[config.mk]
export PLATFORM = sky130hd
export DESIGN_NAME = add16_pipe
export DESIGN_NICKNAME = d
export VERILOG_FILES = /design/src/rtl/add16_pipe_pkg.sv /design/src/rtl/add16_pipe_cla_slice.sv /design/src/rtl/add16_pipe.sv
export SDC_FILE = /design/constraint.sdc
export NUM_CORES = 1
export LEC_CHECK = 0
export ABC_AREA = 1
export CAP_MARGIN = 20
export CORE_ASPECT_RATIO = 1.25
export CORE_MARGIN = 2
export CORE_UTILIZATION = 50
export DETAILED_ROUTE_END_ITERATION = 12
export PLACE_DENSITY = 0.76
export SETUP_SLACK_MARGIN = 0.1
export SLEW_MARGIN = 25
export SYNTH_ARGS = -nofsm -noshare
export SYNTH_HDL_FRONTEND = slang
export SYNTH_SLANG_ARGS = --single-unit
[constraint.sdc]
create_clock -name clk -period 1.4 [get_ports clk]
set_input_delay 0.28 -clock clk [delete_from_list [all_inputs] [get_ports clk]]
set_output_delay 0.28 -clock clk [all_outputs]
set_load 0.005 [all_outputs]
[src/rtl/add16_pipe_pkg.sv]
// Shared sizing for the pipelined adder: operand width, slice width and the
// stage count derived from them, plus the signed-overflow rule.
package add_pkg;

  localparam int unsigned WIDTH = 16;
  localparam int unsigned SLICE = 4;
  localparam int unsigned N     = WIDTH / SLICE;

  // Two's-complement overflow from the operand signs and the result sign.
  function automatic logic ovf_of(input logic sign_a, input logic sign_b,
                                  input logic sign_s);
    return (sign_a == sign_b) && (sign_s != sign_a);
  endfunction

endpackage

[src/rtl/add16_pipe_cla_slice.sv]
// Combinational carry-lookahead slice: W-bit a + b + ci -> s, co.
module cla_slice
  import add_pkg::*;
#(
  parameter int unsigned W = SLICE
) (
  input  logic [W-1:0] a,
  input  logic [W-1:0] b,
  input  logic         ci,
  output logic [W-1:0] s,
  output logic         co
);

  logic [W-1:0] g;
  logic [W-1:0] p;
  logic [W:0]   c;

  assign g = a & b;
  assign p = a ^ b;

  // Each carry is the OR of generate terms propagated up to bit i, plus ci
  // propagated through every lower bit, so no carry ripples through another.
  always_comb begin
    logic term;
    term = 1'b0;
    c    = '0;
    c[0] = ci;
    for (int unsigned i = 1; i <= W; i++) begin
      term = ci;
      for (int unsigned m = 0; m < i; m++) begin
        term = term & p[m];
      end
      c[i] = term;
      for (int unsigned j = 0; j < i; j++) begin
        term = g[j];
        for (int unsigned m = j + 1; m < i; m++) begin
          term = term & p[m];
        end
        c[i] = c[i] | term;
      end
    end
  end

  assign s  = p ^ c[W-1:0];
  assign co = c[W];

endmodule

[src/rtl/add16_pipe.sv]
// Pipelined adder: one lookahead slice per stage, valid/ready handshake on
// both sides, elastic stalls with no bubbles, results in acceptance order.
module add16_pipe #(
  parameter int unsigned WIDTH = add_pkg::WIDTH,
  parameter int unsigned SLICE = add_pkg::SLICE
) (
  input  logic             clk,
  input  logic             rst_n,
  input  logic             in_valid,
  output logic             in_ready,
  input  logic [WIDTH-1:0] a,
  input  logic [WIDTH-1:0] b,
  input  logic             c_in,
  output logic             out_valid,
  input  logic             out_ready,
  output logic [WIDTH-1:0] sum,
  output logic             c_out,
  output logic             ovf
);

  localparam int unsigned N = WIDTH / SLICE;

  import add_pkg::*;

  // Per-stage state: valid, carry into the next slice, completed low sum
  // bits, operand bits not yet consumed (shifted down), and operand signs.
  logic [N-1:0]     valid_q;
  logic [N-1:0]     carry_q;
  logic [N-1:0]     sa_q;
  logic [N-1:0]     sb_q;
  logic [WIDTH-1:0] sum_q   [N];
  logic [WIDTH-1:0] a_rem_q [N];
  logic [WIDTH-1:0] b_rem_q [N];

  logic [N-1:0]     adv;
  logic [N-1:0]     en;
  logic [WIDTH-1:0] slice_s;
  logic [N-1:0]     slice_co;

  // Stage k may move on when the stage after it is empty or moving on; a
  // stage can load whenever it is empty or its contents are leaving.
  always_comb begin
    adv      = '0;
    en       = '0;
    adv[N-1] = out_ready;
    for (int unsigned i = 0; i + 1 < N; i++) begin
      adv[N-2-i] = !valid_q[N-1-i] || adv[N-1-i];
    end
    for (int unsigned k = 0; k < N; k++) begin
      en[k] = !valid_q[k] || adv[k];
    end
  end

  assign in_ready = en[0];

  generate
    for (genvar k = 0; k < N; k++) begin : g_slice
      logic [SLICE-1:0] op_a;
      logic [SLICE-1:0] op_b;
      logic             op_ci;

      if (k == 0) begin : g_first
        assign op_a  = a[SLICE-1:0];
        assign op_b  = b[SLICE-1:0];
        assign op_ci = c_in;
      end else begin : g_rest
        assign op_a  = a_rem_q[k-1][SLICE-1:0];
        assign op_b  = b_rem_q[k-1][SLICE-1:0];
        assign op_ci = carry_q[k-1];
      end

      cla_slice #(
        .W(SLICE)
      ) u_cla (
        .a (op_a),
        .b (op_b),
        .ci(op_ci),
        .s (slice_s[k*SLICE +: SLICE]),
        .co(slice_co[k])
      );
    end
  endgenerate

  // Pipeline registers: payload only loads alongside a valid item, so a
  // bubble moving through leaves the old payload in place.
  always_ff @(posedge clk or negedge rst_n) begin
    if (!rst_n) begin
      valid_q <= '0;
      carry_q <= '0;
      sa_q    <= '0;
      sb_q    <= '0;
      for (int unsigned k = 0; k < N; k++) begin
        sum_q[k]   <= '0;
        a_rem_q[k] <= '0;
        b_rem_q[k] <= '0;
      end
    end else begin
      if (en[0]) begin
        valid_q[0] <= in_valid;
        if (in_valid) begin
          carry_q[0] <= slice_co[0];
          sa_q[0]    <= a[WIDTH-1];
          sb_q[0]    <= b[WIDTH-1];
          sum_q[0]   <= WIDTH'(slice_s[SLICE-1:0]);
          a_rem_q[0] <= a >> SLICE;
          b_rem_q[0] <= b >> SLICE;
        end
      end
      for (int unsigned k = 1; k < N; k++) begin
        if (en[k]) begin
          valid_q[k] <= valid_q[k-1];
          if (valid_q[k-1]) begin
            carry_q[k]                 <= slice_co[k];
            sa_q[k]                    <= sa_q[k-1];
            sb_q[k]                    <= sb_q[k-1];
            sum_q[k]                   <= sum_q[k-1];
            sum_q[k][k*SLICE +: SLICE] <= slice_s[k*SLICE +: SLICE];
            a_rem_q[k]                 <= a_rem_q[k-1] >> SLICE;
            b_rem_q[k]                 <= b_rem_q[k-1] >> SLICE;
          end
        end
      end
    end
  end

  assign out_valid = valid_q[N-1];
  assign sum       = sum_q[N-1];
  assign c_out     = carry_q[N-1];
  assign ovf       = ovf_of(sa_q[N-1], sb_q[N-1], sum_q[N-1][WIDTH-1]);

endmodule

-- Word level (Yosys, flattened, before mapping)
Cells that the tools add are included.
- register bits: 104
- bits in latches: 0
- RAM bits: 0
- bits in read-only memories: 0
- input port bits: 37
- logic and storage cells: 133
- memories kept: 0
- add/sub/neg operators: 0
- $mul: 0
- div/mod/pow operators: 0
- magnitude comparators: 0
- equality and inequality tests: 2
- shift operators: 0
- muxes and demuxes: 0
- bitwise operators: 92
- reduce and logical (&&, ||, !) cells: 13
- operator list (operator ; number):
    bitwise AND 1 bit ; 40
    OR 1 bit ; 40
    XOR 4 bit ; 8
    bitwise AND 4 bit ; 4
    AND reduction 2 bit ; 4
    zero test 1 bit ; 4
    logical OR 1 bit ; 4
    equality test 1 bit ; 1
    logical AND 1 bit ; 1
    != test 1 bit ; 1

-- Logic depth before layout (Yosys ltp)
- depth after elaboration: 9
- gate-level depth with buffers: 9

-- Cells and area by module
Synthesis repeated with hierarchy kept, for this count alone.
- cells, all modules: 533
- area total of the unflattened synthesis: 4733.3 um^2
- modules (own cells, without submodules) (module ; times used ; cells each ; area each (um^2) ; seq. area each (um^2)):
    add16_pipe ; 1 ; 425 ; 3997.6 ; 2452.4
    cla_slice at g_slice[2].u_cla ... ; 2 ; 29 ; 191.4 ; 0.0
    cla_slice at g_slice[0].u_cla ... ; 2 ; 25 ; 176.4 ; 0.0

-- Worst setup path before layout
Ideal clock, no wire load.
- kind: register to register
- start point: register a_rem_q[48] (netlist bit)
- end point: register sum_q[39] (netlist bit)
- setup time: 0.117 ns
- data arrival time: 1.284 ns
- data required time: 1.283 ns
- path slack: -0.002 ns
- cell stages (with the launch flop): 9
- period minus slack after synthesis: 1.402 ns
- path through: dfrtp_1 ha_1 ha_1 nand2_1 nand3b_1 nand2_1 nand3_1 nand3_1 nand2_1
- cells in the longest elaborated chain, start to end: 8
- elaborated cells between the ends (all ways): 11
- classes of those cells: bitwise: 11
- ends and longest elaborated chain (item ; line ; RTL):
    start: declaration ; add16_pipe.sv:32 ; logic [WIDTH-1:0] a_rem_q [N];
    start signal: indexed assignment ; add16_pipe.sv:118 ; a_rem_q[k] <= a_rem_q[k-1] >> SLICE;
    XOR 4 bit ; add16_pipe_cla_slice.sv:19 ; assign p = a ^ b;
    bitwise AND 1 bit (3 in series) ; add16_pipe_cla_slice.sv:31 ; term = term & p[m];
    OR 1 bit (*) (3 in series) ; add16_pipe_cla_slice.sv:39 ; c[i] = c[i] | term;
    XOR 4 bit (*) ; add16_pipe_cla_slice.sv:44 ; assign s = p ^ c[W-1:0];
    end signal: indexed assignment ; add16_pipe.sv:116 ; sum_q[k] <= sum_q[k-1];
    end signal: indexed assignment ; add16_pipe.sv:117 ; sum_q[k][k*SLICE +: SLICE] <= slice_s[k*SLICE +: SLICE];
    end: declaration ; add16_pipe.sv:31 ; logic [WIDTH-1:0] sum_q [N];
Every way passes the cells marked *; elsewhere a longest branch is shown, timed or not.
A chain may end at the register's enable or synchronous reset.

-- Worst setup path in the final report
- start point: register b_rem_q[48] (netlist bit)
- end point: register sum_q[39] (netlist bit)
- cells in the longest elaborated chain, start to end: 8
- elaborated cells between the ends (all ways): 11
- classes of those cells: bitwise: 11
- ends and longest elaborated chain (item ; line ; RTL):
    start: declaration ; add16_pipe.sv:33 ; logic [WIDTH-1:0] b_rem_q [N];
    start signal: indexed assignment ; add16_pipe.sv:119 ; b_rem_q[k] <= b_rem_q[k-1] >> SLICE;
    XOR 4 bit ; add16_pipe_cla_slice.sv:19 ;
    bitwise AND 1 bit (3 in series) ; add16_pipe_cla_slice.sv:31 ;
    OR 1 bit (*) (3 in series) ; add16_pipe_cla_slice.sv:39 ;
    XOR 4 bit (*) ; add16_pipe_cla_slice.sv:44 ;
Marked as above.

==> flow_metrics.tcl <==
set metrics [dict create \
    final_cell_mix "nand2_1, dfrtp_1, nand2_2, inv_1, buf_4" \
    fin_worst_skew_ns 0.0116 \
    multi_input_area_sq_mm 0.00213 \
    wl_met2_mm 6.61 \
    maxCapViolCount 0 \
    dp.cells 658 \
    vias_per_cell 5.09 \
    diodes 0 \
    routabilityCongestion 0.835 \
    syn2layout_area_growth_pct 45.5 \
    clk_pin_slew_worst_paths_ns 0.09 \
    fmax_mhz 651 \
    cp_num_buf_inv 0 \
    rsz0062_at_grt "yes" \
    worst_pin_slew_ns 0.364 \
    cts_root_buf "clkbuf_8" \
    finalNonFillerCells 716 \
    clk_latency_ns 0.37 \
    syn_nets 550 \
    peakVddDrop_v 0.000627 \
    worstPathRequired_ns 1.66 \
    setup_viol 14 \
    wl_mm 11.6 \
    drt-initial-drc-count 154 \
    cts_sinks 98 \
    cts_htree_levels 3 \
    min_period_over_period_pct 110 \
    seq_area_sq_mm 0.00245 \
    final_common_cell "nand2_1" \
    design.core.area_sq_mm 0.00875 \
    die_y_um 110 \
    routedWlPerCell_um 16.2 \
    port_buffers 56 \
    end_kind "flip-flop" \
    wl_met3_um 409 \
    cp.arrival_ns 1.80 \
    synth-seq-cells 98 \
    cts_tree "yes" \
    rows 38 \
    crit_fanout 2 \
    grt_max_degree 44 \
    ys_warn_count 0 \
    postLayoutSetupSlackWorst_ns -0.137 \
    start_util_pct 51.6 \
    dp.final_hpwl_mm 5.95 \
    grt_pass1_wl_mm 14.8 \
    dieArea_sq_mm 0.00981 \
    avgSynthCellArea_sq_um 9.23 \
    nets 652 \
    crit_chain "ha_1, ha_2, nand2_2, nand3b_1, nand2_1, nand3_1, nand3_1, nand2_1" \
    synthDistinctLibCells 26 \
    r2r_cells 8 \
    critPathTopFamily "simple AND/OR/NAND/NOR gates" \
    grt_pass1_vias 3281 \
    cpPeakStageDelay_ns 0.41 \
    violations "setup timing" \
    crit_type "flip-flop to flip-flop" \
    crit_cells 8 \
    vias 3647 \
    p_leak_nw 3.24 \
    first_pass_iters 4 \
    crit_slowest_cell "dfrtp_1" \
    antenna_found_initial 0 \
    drc 0 \
    syn_inst 489 \
    outcome "finished, violations left" \
    die_w_um 89 \
    relSlewSlack_pct 75.8 \
    io_pins 57 \
    period_minus_slack_ns 1.54 \
    wl_met1_mm 4.11 \
    startpoint_type "flip-flop" \
    synth_area_sq_mm 0.00452 \
    power_density_mw_per_mm2 1690 \
    final-max-slew-violation-count 0 \
    ys_seq_area_share_pct 54.3 \
    setup_tns_ns -0.767 \
    cts_buffers 9 \
    grt_usage_pct 19.7 \
    routed.top_layer "met4" \
    gr-total-overflow 0 \
    drive_gt1_share_pct 36.4 \
    hold_path_class "primary input to asynchronous set/reset pin" \
    fillers 563 \
    clockBufferDepth 2 \
    hold_viol_final 0 \
    antenna_left 0 \
]
[path summary, 6_finish.rpt]
path / start / end / slack, ns
worst max-delay path: b_rem_q[48] / sum_q[39] / -0.14
worst min-delay path: rst_n / b_rem_q[54] / 0.36
worst max register to register: b_rem_q[48] / sum_q[39] / -0.14
worst min register to register: sum_q[50] / sum_q[34] / 0.48
max in group asynchronous: rst_n / sum[3] / 0.50
min in group clk: out_ready / valid_q[3] / 0.44
[cells in the mapped netlist, drive strengths merged]
cell type | count | area, sq um
nand2 | 179 | 684
nand3 | 14 | 70.1
fa | 4 | 80.1
a21oi | 2 | 10.0
inv | 50 | 190
o21ai | 63 | 330
dfrtp | 98 | 2450
clkbuf | 1 | 3.75
nand3b | 4 | 30.0
nand4 | 4 | 40.0
ha | 20 | 250
o22ai | 2 | 25.0
nor2 | 11 | 58.8
xnor2 | 5 | 43.8
buf | 32 | 246
[state kept, by name (all words and copies together), names as in the netlist]
name,count
b_rem_q,21
sum,16
a_rem_q,21
carry_q,4
sa_q,4
sb_q,4
sum_q,24
valid_q,4
[layout make-up]
| class | count | area share, % |
|---|---|---|
| multi-input cells | 308 | 32.4 |
| inverters | 50 | 3.24 |
| flip-flops and latches | 98 | 37.3 |
| repair buffers | 122 | 20.9 |
| repair inverters | 2 | 0.381 |
| clock inverters | 5 | 1.56 |
| clock buffers | 11 | 2.00 |
| well taps | 120 | 2.29 |
[worst reg2reg max path, stage by stage, from the launching register on]
cell	delay, ns
dfrtp_1	0.41
ha_1	0.30
ha_2	0.20
nand2_2	0.06
nand3b_1	0.14
nand2_1	0.13
nand3_1	0.08
nand3_1	0.07
nand2_1	0.05
[cell families (layout without fill, tap and decap cells)]
| kind of cell | count (synthesis) | after routing | synth area share [%] |
|---|---|---|---|
| DFF | 98 | 98 | 54.3 |
| AOI/OAI and AO/OA | 67 | 67 | 8.09 |
| and+or+nand+nor | 212 | 212 | 19.6 |
| xor gates and xnor gates | 5 | 5 | 0.970 |
| adders and majority gates | 24 | 24 | 7.32 |
| buffers and inverters | 83 | 190 | 9.75 |
[metrics by stage]
step	power, mW	utilization [%]	area (sq um)	worst slack [ns]	hold WS [ns]
2_1_floorplan	6.23	-	4530	0.0362	-0.0156
3_3_place_gp	7.10	59.9	5240	-0.382	0.205
3_5_place_dp	7.28	59.9	5240	-0.418	0.214
4_1_cts	9.79	65.7	5750	-0.109	0.358
5_1_grt	11.8	75.1	6570	-0.219	0.389
6_report	11.1	75.1	6570	-0.137	0.358
[layer usage]
layer  vias up  GRT usage [%]
li1       1727              -
met1      1783           24.1
met2       110           33.6
met3        27           4.24
met4         0           8.10
met5         -              0
[timing repair]
action,4_1_cts,5_1_grt
gates cloned,3,13
pin swaps,27,48
gates resized for setup,84,156
setup buffers,13,16
endpoints found under the hold margin,24,0
setup endpoints to repair,51,92
hold buffers,1,0
[where the power goes]
part	switching, mW	total [mW]	internal (mW)
logic	2.34	4.69	2.35
registers	0.606	4.29	3.68
clock network	0.957	2.14	1.19
total	3.90	11.1	7.22
(Power assumes the default switching activity.)
